===== config.mk =====
export PLATFORM = sky130hd
export DESIGN_NAME = cpu_out_port
export DESIGN_NICKNAME = d
export VERILOG_FILES = /design/src/rtl/cpu_bus_pkg.sv /design/src/rtl/sync_fifo.sv /design/src/rtl/cpu_out_port.sv
export SDC_FILE = /design/constraint.sdc
export NUM_CORES = 1
export LEC_CHECK = 0
export CORE_MARGIN = 4
export CORE_UTILIZATION = 53
export CTS_BUF_LIST = sky130_fd_sc_hd__clkbuf_4
export CTS_CLUSTER_SIZE = 16
export DETAILED_ROUTE_END_ITERATION = 8
export GPL_TIMING_DRIVEN = 0
export PLACE_DENSITY = 0.79
export SYNTH_ARGS = -nofsm -noshare
export SYNTH_HDL_FRONTEND = slang
export SYNTH_SLANG_ARGS = --single-unit

===== constraint.sdc =====
create_clock -name clk -period 3.76 [get_ports clk]
set_input_delay 1.128 -clock clk [delete_from_list [all_inputs] [get_ports clk]]
set_output_delay 1.128 -clock clk [all_outputs]
set_load 0.02 [all_outputs]

===== src/rtl/cpu_bus_pkg.sv =====
// rtl/cpu_bus_pkg.sv - shared bus constants and status register layout for the CPU output port
package cpu_bus_pkg;

    localparam int BUS_DATA_W = 8;

    localparam logic [7:0] BUS_PORT_ADDR = 8'hF0;
    localparam logic [7:0] BUS_STAT_ADDR = 8'hF1;

    localparam int STAT_OVF_BIT   = 7;
    localparam int STAT_FULL_BIT  = 6;
    localparam int STAT_EMPTY_BIT = 5;
    localparam int STAT_COUNT_W   = 5;

endpackage


===== src/rtl/sync_fifo.sv =====
// rtl/sync_fifo.sv - first-word-fall-through synchronous FIFO with register-array storage
module sync_fifo #(
    parameter  int DATA_W = 8,
    parameter  int DEPTH  = 4,
    localparam int PW     = $clog2(DEPTH),
    localparam int CW     = PW + 1
) (
    input  logic              clk,
    input  logic              rst,
    input  logic              push,
    input  logic [DATA_W-1:0] push_data,
    input  logic              pop,
    output logic [DATA_W-1:0] head_data,
    output logic              full,
    output logic              empty,
    output logic [CW-1:0]     count
);

    logic [DATA_W-1:0] mem [DEPTH];
    logic [PW-1:0]     wr_ptr;
    logic [PW-1:0]     rd_ptr;
    logic              wr_en;
    logic              rd_en;

    assign full      = (count == CW'(DEPTH));
    assign empty     = (count == '0);
    // Full is judged on pre-edge state, so a same-cycle pop never rescues a push.
    assign wr_en     = push && !full;
    assign rd_en     = pop && !empty;
    assign head_data = mem[rd_ptr];

    always_ff @(posedge clk) begin
        if (wr_en) begin
            mem[wr_ptr] <= push_data;
        end
    end

    always_ff @(posedge clk) begin
        if (rst) begin
            wr_ptr <= '0;
            rd_ptr <= '0;
            count  <= '0;
        end else begin
            if (wr_en) begin
                wr_ptr <= wr_ptr + PW'(1);
            end
            if (rd_en) begin
                rd_ptr <= rd_ptr + PW'(1);
            end
            case ({wr_en, rd_en})
                2'b10:   count <= count + CW'(1);
                2'b01:   count <= count - CW'(1);
                default: count <= count;
            endcase
        end
    end

endmodule


===== src/rtl/cpu_out_port.sv =====
// rtl/cpu_out_port.sv - CPU bus sink: buffers port writes in a FIFO, streams them out, reports status
module cpu_out_port
    import cpu_bus_pkg::*;
#(
    parameter int         DATA_W    = BUS_DATA_W,
    parameter int         DEPTH     = 4,
    parameter logic [7:0] PORT_ADDR = BUS_PORT_ADDR,
    parameter logic [7:0] STAT_ADDR = BUS_STAT_ADDR
) (
    input  logic              clk,
    input  logic              rst,
    input  logic [7:0]        bus_addr,
    input  logic [DATA_W-1:0] bus_data,
    input  logic              bus_we,
    input  logic              bus_re,
    output logic [DATA_W-1:0] rd_data,
    output logic              rd_valid,
    output logic [DATA_W-1:0] out_data,
    output logic              out_valid,
    input  logic              out_ready,
    output logic              overflow
);

    localparam int CW = $clog2(DEPTH) + 1;

    logic              push_req;
    logic              stat_wr;
    logic              stat_rd;
    logic              pop;
    logic              full;
    logic              empty;
    logic [CW-1:0]     count;
    logic [DATA_W-1:0] status;

    assign push_req  = bus_we && (bus_addr == PORT_ADDR);
    assign stat_wr   = bus_we && (bus_addr == STAT_ADDR);
    assign stat_rd   = bus_re && (bus_addr == STAT_ADDR);
    assign out_valid = !empty;
    assign pop       = out_valid && out_ready;

    sync_fifo #(
        .DATA_W (DATA_W),
        .DEPTH  (DEPTH)
    ) u_fifo (
        .clk       (clk),
        .rst       (rst),
        .push      (push_req),
        .push_data (bus_data),
        .pop       (pop),
        .head_data (out_data),
        .full      (full),
        .empty     (empty),
        .count     (count)
    );

    always_comb begin
        status                      = '0;
        status[STAT_COUNT_W-1:0]    = STAT_COUNT_W'(count);
        status[STAT_EMPTY_BIT]      = empty;
        status[STAT_FULL_BIT]       = full;
        status[STAT_OVF_BIT]        = overflow;
    end

    always_ff @(posedge clk) begin
        if (rst) begin
            overflow <= 1'b0;
            rd_data  <= '0;
            rd_valid <= 1'b0;
        end else begin
            // A dropped push outranks a same-cycle clear so no loss goes unreported.
            if (push_req && full) begin
                overflow <= 1'b1;
            end else if (stat_wr) begin
                overflow <= 1'b0;
            end
            rd_valid <= stat_rd;
            if (stat_rd) begin
                rd_data <= status;
            end
        end
    end

endmodule


## Word-level counts from Yosys, hierarchy flattened

Memory sizes are Yosys's and may differ from the RTL's. A register that Yosys moved wholly into a read port is not among the register bits.
Cells that the tools add are included.

| storage, ports and cells | value |
|---|---|
| flip-flop bits (word level) | 15 |
| memory bits (writable) | 32 |
| bits of input ports | 21 |
| output and inout bits | 19 |
| logic and storage cells | 35 |
| memories | 1 |

Memory list:

| memory | words | bits a word | rd ports | clocked after Yosys merged registers in | wr ports | RTL line | source |
|---|---|---|---|---|---|---|---|
| u_fifo.mem | 4 | 8 | 1 | 1 | 1 | sync_fifo.sv:19 | `logic [DATA_W-1:0] mem [DEPTH];` |

| operators by class | value |
|---|---|
| add/subtract/negate cells | 4 |
| equality and inequality tests | 5 |
| multiplexer cells | 7 |
| reduce and logical (&&, ||, !) cells | 12 |

Operators with widths:

| cell | number |
|---|---|
| == test 8 bit (second input constant) | 2 |
| logical AND 1 bit | 7 |
| case mux 3 bit (2 select lines) | 1 |
| adder 2 x 1 -> 2 bit (second input constant) | 2 |
| two-way mux 1 bit | 4 |
| two-way mux 2 bit | 2 |
| nonzero test 2 bit | 2 |
| adder 3 x 1 -> 3 bit (second input constant) | 1 |
| == test 3 bit (second input constant) | 1 |
| logical NOT 3 bit | 1 |
| subtractor 3 x 1 -> 3 bit (second input constant) | 1 |
| == test 2 x 1 -> 1 bit (second input constant) | 1 |
| == test 2 bit (second input constant) | 1 |
| logical NOT 1 bit | 2 |

## Logic depth before layout (Yosys ltp)

| logic depth | value |
|---|---|
| word-level depth | 6 |
| gate-level depth with buffers | 9 |
| depth with buffers taken out | 9 |

## Cells and area by module

Synthesis repeated with hierarchy kept, for this count alone.

| second synthesis, totals | value |
|---|---|
| cells, all modules | 138 |
| area, all modules | 2042.0 um^2 |

By module, submodules not included:

| module | instances | cells an instance | area an instance (um^2) | seq. area each (um^2) |
|---|---|---|---|---|
| sync_fifo | 1 | 96 | 1630.3 | 1141.1 |
| cpu_out_port | 1 | 42 | 411.6 | 160.2 |

## Worst setup path before layout

Ideal clock, no wire load.

| path | value |
|---|---|
| kind | input port to flip-flop |
| start point | input bus_addr[1] |
| end point | register u_fifo.count[2] |
| arrival time | 2.929 ns |
| path slack | 0.761 ns |
| stages | 9 |
| buffers on the path | 0 |
| cell sequence | or4b_4 > nor4_4 > inv_1 > ha_1 > inv_1 > fa_1 > xor2_1 > or3_1 > a21oi_1 |

| between the ends | value |
|---|---|
| word-level cells in the longest chain between the ends | 5 |

Ends and longest elaborated chain:

| item | RTL line | source |
|---|---|---|
| start, declared | cpu_out_port.sv:12 | `input logic [7:0] bus_addr,` |
| == test 8 bit * | cpu_out_port.sv:35 | `assign push_req = bus_we && (bus_addr == PORT_ADDR);` |
| logical AND 1 bit * | cpu_out_port.sv:35 |  |
| logical AND 1 bit * | sync_fifo.sv:28 | `assign wr_en = push && !full;` |
| == test 2 x 1 -> 1 bit / == test 2 bit (equally long branches) | sync_fifo.sv:50 | `case ({wr_en, rd_en})` |
| case mux 3 bit (2 select lines) / nonzero test 2 bit (equally long branches) | - |  |
| end signal, assigned | sync_fifo.sv:51 | `2'b10: count <= count + CW'(1);` |
| end signal, assigned | sync_fifo.sv:52 | `2'b01: count <= count - CW'(1);` |
| end signal, assigned | sync_fifo.sv:53 | `default: count <= count;` |
| end, declared | sync_fifo.sv:16 | `output logic [CW-1:0] count` |

Mark *: on every way between the ends. The rest lies on a longest branch, timed or not.
A chain may end at the register's enable or synchronous reset.

## Worst setup path after layout

| path | value |
|---|---|
| start point | input bus_addr[3] |
| end point | register u_fifo.count[2] |

Same word-level chain as after synthesis.

==> flow_summary.ini <==
[setup_path]
crit_top_cell = inv_1
crit_family = simple AND/OR/NAND/NOR gates
cp.buffers_inverters = 3
worstSetupStartpoint = bus_addr[3]
worstPathRequired_ns = 4.06
worstSetupEndpointType = flop
path_cells = clkdlybuf4s50_1 > or4b_4 > nor4_4 > inv_1 > ha_1 > inv_1 > fa_1 > xor2_1 > or3_1 > a21oi_1
crit_type = input pin to flop
r2r_start = u_fifo.count[2]$_SDFFE_PP0P_
path_max_fanout = 7
start_kind = input pin
cpPeakStageDelay_ns = 0.55
slowest_stage = or4b_4
arrival_ns = 3.58

[yosys]
yosysTopAreaCell = edfxtp_1
synth-edff-count = 32
ys_ff_latch = 49
yosysTopAreaCellShare_pct = 47.20
seq_area_frac_synth_pct = 63.92
synth-async-reset-ratio_pct = 0
syn_inst = 137
yosysUniqueCellTypes = 35
synthTopCellsByCount = edfxtp_1, dfxtp_1, nor2_1
avgSynthCellArea_um2 = 14.86
yosysMostFrequentCell = edfxtp_1
yosysWarnings = 0
synthesis.area_um2 = 2036
yosys_most_used_dff = edfxtp_1
synth_area_leaders = edfxtp_1, dfxtp_1, mux4_2, ha_1, o31ai_1

[timing]
slew_viol_final = 0
slew_headroom_pct = 60.39
fin_skew_ns = 0.008278
worst_pin_slew_ns = 0.5896
holdWs_ns = 0.4927
fin_setup_tns_ns = 0
rsz0062_at_grt = no
period_share_pct = 87.23
finalSetupViolCount = 0
hold_viol = 0
final.min_clock_period_ns = 3.280
max_freq_mhz = 304.9

[grt]
antenna_found_initial = 0
grt_overflow = 0
grt_pass1_vias = 1236
grt_max_degree = 16
grt_pass1_wl_um = 6009
track_usage_pct = 16.08

[route]
route.detailed.drc = 0
drt_iter0_markers = 83
vias_per_cell = 5.452
wirelength_um = 3722
ant_nets = 0
drt_pass1_iterations = 4
wl_per_cell_um = 16.18
via_count = 1254

[cts]
cts-buffers-inserted = 5
clock_latency_ns = 0.36
cts_tree = built
cts.sinks = 49
cts_max_path_buffers = 2
cts_resized = 0
cts-root-buf = clkbuf_4
cts_setup_buffers = 0
htreeDepth = 2
cts.clk_slew.worst_paths_ns = 0.13
cts-hold-fix-buffers = 0

[finish]
nNetsFinal = 208
fill_cells = 259
n_antenna_cell = 0
drive_above_1_share_pct = 13.74
instances_no_fill = 230
area_growth_pct = 24.77

[place]
dpl.hpwl_um = 2815
io_buffers = 36
dpl.cell_count = 222
gp_congestion = 0.9065

[power_and_ir_drop]
leakagePower_uw = 0.0008237
power.total_uw = 916.7
power_density_nw_per_um2 = 360.9
vdd_drop_max_v = 0.0002545

[floorplan]
io_pins = 40
die_area_um2 = 4897
initial_core_util_pct = 55.19
die_y_um = 69.98
core_um2 = 3689
rows = 22
die_x_um = 69.98

[run_status]
status = complete, no violations

[worst_hold_path]
hold_path_class = flop to flop
hp-start = rd_data[1]$_SDFFE_PP0P_

[flow_run]
cap_violations = 0
metrics by stage:
| stage | instance area [µm²] | util, % | worst slack, ns |
|---|---|---|---|
| 2_1_floorplan | 2039 | - | 0.7607 |
| 3_3_place_gp | 2460 | 66.69 | 0.1753 |
| 3_5_place_dp | 2460 | 66.69 | 0.08473 |
| 4_1_cts | 2540 | 68.86 | 0.4776 |
| 5_1_grt | 2540 | 68.86 | 0.3461 |
| 6_report | 2540 | 68.86 | 0.4802 |
state kept, by name, summed over array words and instances, names as in the netlist, named ones only:
register and flops:
u_fifo.mem 32, rd_data 6, u_fifo.count 3, u_fifo.rd_ptr 2, u_fifo.wr_ptr 2, overflow 1, rd_valid 1
per-layer routing:
layer / global-route usage (%) / routed length (µm)
met4: 5.106 / 53
met1: 19.32 / 1521
met2: 27.49 / 1959
met5: 0 / 0
met3: 5.036 / 187
cell type report:
class | instances | area [µm²] | area share [%]
repair buffers | 36 | 360.3 | 14.19
clock inverters | 2 | 35.03 | 1.379
multi-input cells | 74 | 671.9 | 26.45
well taps | 48 | 60.06 | 2.365
clock buffers | 6 | 45.04 | 1.773
inverters | 7 | 26.28 | 1.034
flip-flops and latches | 49 | 1301 | 51.23
plain buffers | 8 | 40.04 | 1.576
cells by family after synthesis:
family	share of synthesized area, %
DFF	63.92
xor gates and xnor gates	1.721
AOI/OAI and AO/OA	6.023
other	0.1842
adders and majority gates	4.057
muxes	10.08
and+or+nand+nor	10.76
buffers and inverters	3.258
cells in the final DEF (no fill, tap or decap), drive strengths merged, types with 5 or more instances in the layout:
| cell type | n |
|---|---|
| ha | 5 |
| buf | 6 |
| mux4 | 8 |
| clkdlybuf4s50 | 36 |
| nand4 | 6 |
| o31ai | 7 |
| edfxtp | 32 |
| a21oi | 8 |
| dfxtp | 17 |
| nor2 | 9 |
| inv | 7 |
| clkbuf | 8 |
| and2 | 5 |
path summary, 6_finish.rpt:
kind	cells after the start	slack (ns)	end
max	10	0.48	u_fifo.count[2]$_SDFFE_PP0P_
min	2	0.49	rd_data[1]$_SDFFE_PP0P_
max reg2reg	9	1.33	u_fifo.count[2]$_SDFFE_PP0P_
min reg2reg	2	0.49	rd_data[1]$_SDFFE_PP0P_
tightest hold or removal path: stages (launching register included):
cell	delay [ns]
dfxtp_1	0.34
o31ai_1	0.06
a21oi_1	0.06
power breakdown:
part	internal (µW)	switching, µW	leakage [µW]	total [µW]
Clock	147	154	0.0000456	301
Combinational	23.3	20.6	0.000354	43.8
Sequential	572	0.235	0.000424	572
Note: power is estimated with default switching activity, not from simulation.
==> variant 1, RTL diff (same flow settings) <==
`DEPTH` is set to 4 in 2 places; all go to 8.
--- a/src/rtl/sync_fifo.sv
+++ b/src/rtl/sync_fifo.sv
@@ -2,5 +2,5 @@
 module sync_fifo #(
     parameter  int DATA_W = 8,
-    parameter  int DEPTH  = 4,
+    parameter  int DEPTH  = 8,
     localparam int PW     = $clog2(DEPTH),
     localparam int CW     = PW + 1
--- a/src/rtl/cpu_out_port.sv
+++ b/src/rtl/cpu_out_port.sv
@@ -4,5 +4,5 @@
 #(
     parameter int         DATA_W    = BUS_DATA_W,
-    parameter int         DEPTH     = 4,
+    parameter int         DEPTH     = 8,
     parameter logic [7:0] PORT_ADDR = BUS_PORT_ADDR,
     parameter logic [7:0] STAT_ADDR = BUS_STAT_ADDR
Check against the original RTL: not equivalent (Yosys sat finds a counterexample within 10 cycles, from zero or initial values and one cycle with rst high).
==> variant 1 against the unedited design <==
Via count grew 48%. Power rose by 63%. Sequential share of layout area increased by 6.4 points. Synthesized area grew 72%. Hold slack got worse by 0.00061 ns. Wire length grew 62%. Die area grew 63%. Sequential cell count is 37 higher. Clock power rose by 44%. Register-to-register slack worse by 0.24 ns. Setup slack worse by 0.35 ns. Cell area up 61%. Critical endpoint is now out_data[2].
==> variant 1: results <==
grt:
  met3_usage_pct: 4.147
  use_met1_pct: 22.76
  use_met2_pct: 27.73
pwr:
  power.share.clock_pct: 28.9
  p_per_area_nw_per_um2: 364.4
  p_seq_share_pct: 68.0
  vdd_drop_max_mv: 0.2501
  internal_power_uw: 1182
clock_network:
  cts-buffers-inserted: 9
  clkLatencyLatePin_ns: 0.41
  htree_num_levels: 3
synthesis:
  yosys-top-cells-area: "edfxtp_1 55%, dfxtp_1 13%, mux4_2 10%, mux2_2 2.9%, mux2i_1 2.0%"
  ys_seq_area_share_pct: 67.31
  yosys-top-cells-count: "64 x edfxtp_1, 22 x dfxtp_1, 16 x mux4_2, 13 x nor2_1, 9 x mux2_2"
  synthCells: 209
critical_path:
  crit_path_max_fanout: 10
  regToRegSetupSlack_ns: 1.09
  r2r-start: "u_fifo.count[1]$_SDFFE_PP0P_"
  critical_path_class: "flip-flop to primary output"
  crit_family: "buffers and inverters"
  cp.arrival_ns: 2.51
  worst_path_max_delay_cell: "clkdlybuf4s50_1"
routing:
  num_vias: 1853
  met2_length_mm: 2.918
placement:
  port-buffer-count: 38
  post-place-ws_ns: -0.1432
  hpwl_mm: 4.155
  place_area_um2: 3986
final_layout:
  fin_nets: 283
outcome:
  status: "complete, no violations"
sta:
  max_slew_margin_pct: 18.90
variant 1: cell count changes after synthesis, moves of 4 or more:
cell / change
and2_1: -5
nor2_2: +6
nor2_1: +4
mux2_2: +9
mux2i_1: +6
o31ai_1: -7
inv_1: -4
dfxtp_1: +5
nand2b_1: +5
mux4_2: +8
edfxtp_1: +32
nand3_1: +4
nand4_1: -4
variant 1: worst min-delay path by stage:
stage,start,to,slack (ns),cells past startpoint
4_1_cts,u_fifo.rd_ptr[1]$_SDFFE_PP0P_,flip-flop,0.50,2
3_3_place_gp,rd_data[5]$_SDFFE_PP0P_,rd_data[5]$_SDFFE_PP0P_,0.47,2
5_1_grt,rd_data[5]$_SDFFE_PP0P_,rd_data[5]$_SDFFE_PP0P_,0.52,2
3_5_place_dp,rd_data[5]$_SDFFE_PP0P_,rd_data[5]$_SDFFE_PP0P_,0.48,2
6_report,u_fifo.rd_ptr[1]$_SDFFE_PP0P_,flip-flop,0.49,2
2_1_floorplan,u_fifo.rd_ptr[1]$_SDFFE_PP0P_,flip-flop,0.45,2
variant 1: final cells by class:
cell class | count | area [um2]
Buffer | 9 | 58.81
Clock buffer | 10 | 75.07
Clock inverter | 6 | 37.54
Fill cell | 467 | 2285
Inverter | 4 | 15.01
Multi-Input combinational cell | 109 | 1075
Sequential cell | 86 | 2364
Tap cell | 77 | 96.34
Timing Repair Buffer | 38 | 380.4
variant 1: logic make-up (layout without fill, tap and decap cells):
kind of cell | after synthesis | in the layout | share of synthesized area [%]
flops | 86 | 86 | 67.31
other cells | 1 | 1 | 0.1068
simple gates | 52 | 52 | 9.519
compound gates | 14 | 14 | 2.460
fa+ha+maj | 5 | 5 | 1.783
xor+xnor | 5 | 5 | 1.462
mux | 32 | 32 | 15.15
buf+inv | 14 | 67 | 2.210
==> variant 2, RTL diff (same flow settings) <==
Without the edit above. Make the reset (`rst`) asynchronous in 2 clocked blocks. Comments in the files are not updated.
--- a/src/rtl/sync_fifo.sv
+++ b/src/rtl/sync_fifo.sv
@@ -36,5 +36,5 @@
     end
 
-    always_ff @(posedge clk) begin
+    always_ff @(posedge clk or posedge rst) begin
         if (rst) begin
             wr_ptr <= '0;
--- a/src/rtl/cpu_out_port.sv
+++ b/src/rtl/cpu_out_port.sv
@@ -62,5 +62,5 @@
     end
 
-    always_ff @(posedge clk) begin
+    always_ff @(posedge clk or posedge rst) begin
         if (rst) begin
             overflow <= 1'b0;
Formal check against the unedited RTL: differs if rst is asserted again (counterexample within 4 cycles, from zero or initial values and one cycle with rst high); with rst held inactive, the same outputs for 10 cycles.
==> variant 2 against the unedited design <==
Synthesized cell count fell by 20%. Sequential cell count fell by 2. Wire length fell by 12%. Register-to-register slack improved by 0.11 ns. Setup slack improved by 0.035 ns. Cell area fell by 3.4%. Synthesized area fell by 3.7%. Largest cell class unchanged.
Power is not compared: it rests on default switching activity, and its combinational part moved more than twofold at a synthesized area within 25%.
==> variant 2: results <==
synthesis:
  yosys-top-cells-count: "32 x edfxtp_1, 15 x dfrtp_1, 8 x inv_1, 8 x mux4_2"
  synthCells: 109
  yosys-top-cells-area: "edfxtp_1 49%, dfrtp_1 19%, mux4_2 9.2%, ha_1 3.2%, mux2_2 2.9%"
  synth_cell_types: 30
  synthMuxAreaShare_pct: 13.85
  synth-adder-area-share_pct: 4.212
  synth_xor_area_share_pct: 2.680
  ys_seq_area_share_pct: 68.16
  synthArstFlopShare_pct: 31.91
routing:
  detail_route.iter0.violations: 55
  met2_length_mm: 1.713
  wirelength_mm: 3.287
  ant_nets: 0
  via_per_inst: 5.348
  drt-met1-wl_mm: 1.309
  num_vias: 1075
outcome:
  status: "complete, no violations"
sta:
  worst_pin_slew_ns: 0.6155
  final.setup_skew_ns: 0.006457
  holdWs_ns: 0.5191
critical_path:
  critical_path_class: "flip-flop to primary output"
  r2r-end: "u_fifo.count[2]$_DFFE_PP0P_"
  cp.arrival_ns: 2.12
  worst_path_max_delay_cell: "clkdlybuf4s50_1"
  r2r-start: "u_fifo.count[1]$_DFFE_PP0P_"
  crit_family: "buffers and inverters"
  crit_path_max_fanout: 10
  critPathCapture: "out_data[3]"
  regToRegSetupSlack_ns: 1.44
grt:
  grt_use_total_pct: 16.97
  grt_max_degree: 17
  use_met1_pct: 20.33
  grt_pass1_wl_mm: 5.409
  met3_usage_pct: 4.052
  use_met2_pct: 28.13
hold_path:
  min-delay-start: "rd_data[7]$_DFFE_PP0P_"
  hold_depth: 1
  holdPathEnd: "rd_data[7]$_DFFE_PP0P_"
pwr:
  p_leak_uw: 0.0009214
placement:
  place_area_um2: 2392
  gp_congestion: 0.7389
  hpwl_mm: 2.486
  dp_cells: 193
  port-buffer-count: 37
final_layout:
  nFillCells: 244
variant 2: cell count changes after synthesis, sizes merged, moves of 3 or more:
cell and change:
dfxtp -17, dfrtp +15, a21oi -7, nor2 -7, o31ai -7, mux2 +5, nand4 -5, xnor2 +3
variant 2: cell families (layout without fill, tap and decap cells):
logic type      Yosys count  count (layout)
compound gates            2               2
mux                      16              16
buf+inv                  12              57
xor+xnor                  6               6
simple gates             19              19
fa+ha+maj                 6               6
flops                    47              47
other cells               1               2
variant 2: layout make-up:
type                            count  area [um2]  share of cell area (%)
Clock buffer                        5       37.54                   1.530
Multi-Input combinational cell     51       574.3                   23.41
Inverter                            8       30.03                   1.224
Sequential cell                    47        1336                   54.46
Clock inverter                      3       23.77                  0.9689
Tap cell                           46       57.56                   2.346
Buffer                              4       23.77                  0.9689
Timing Repair Buffer               37       370.4                   15.09
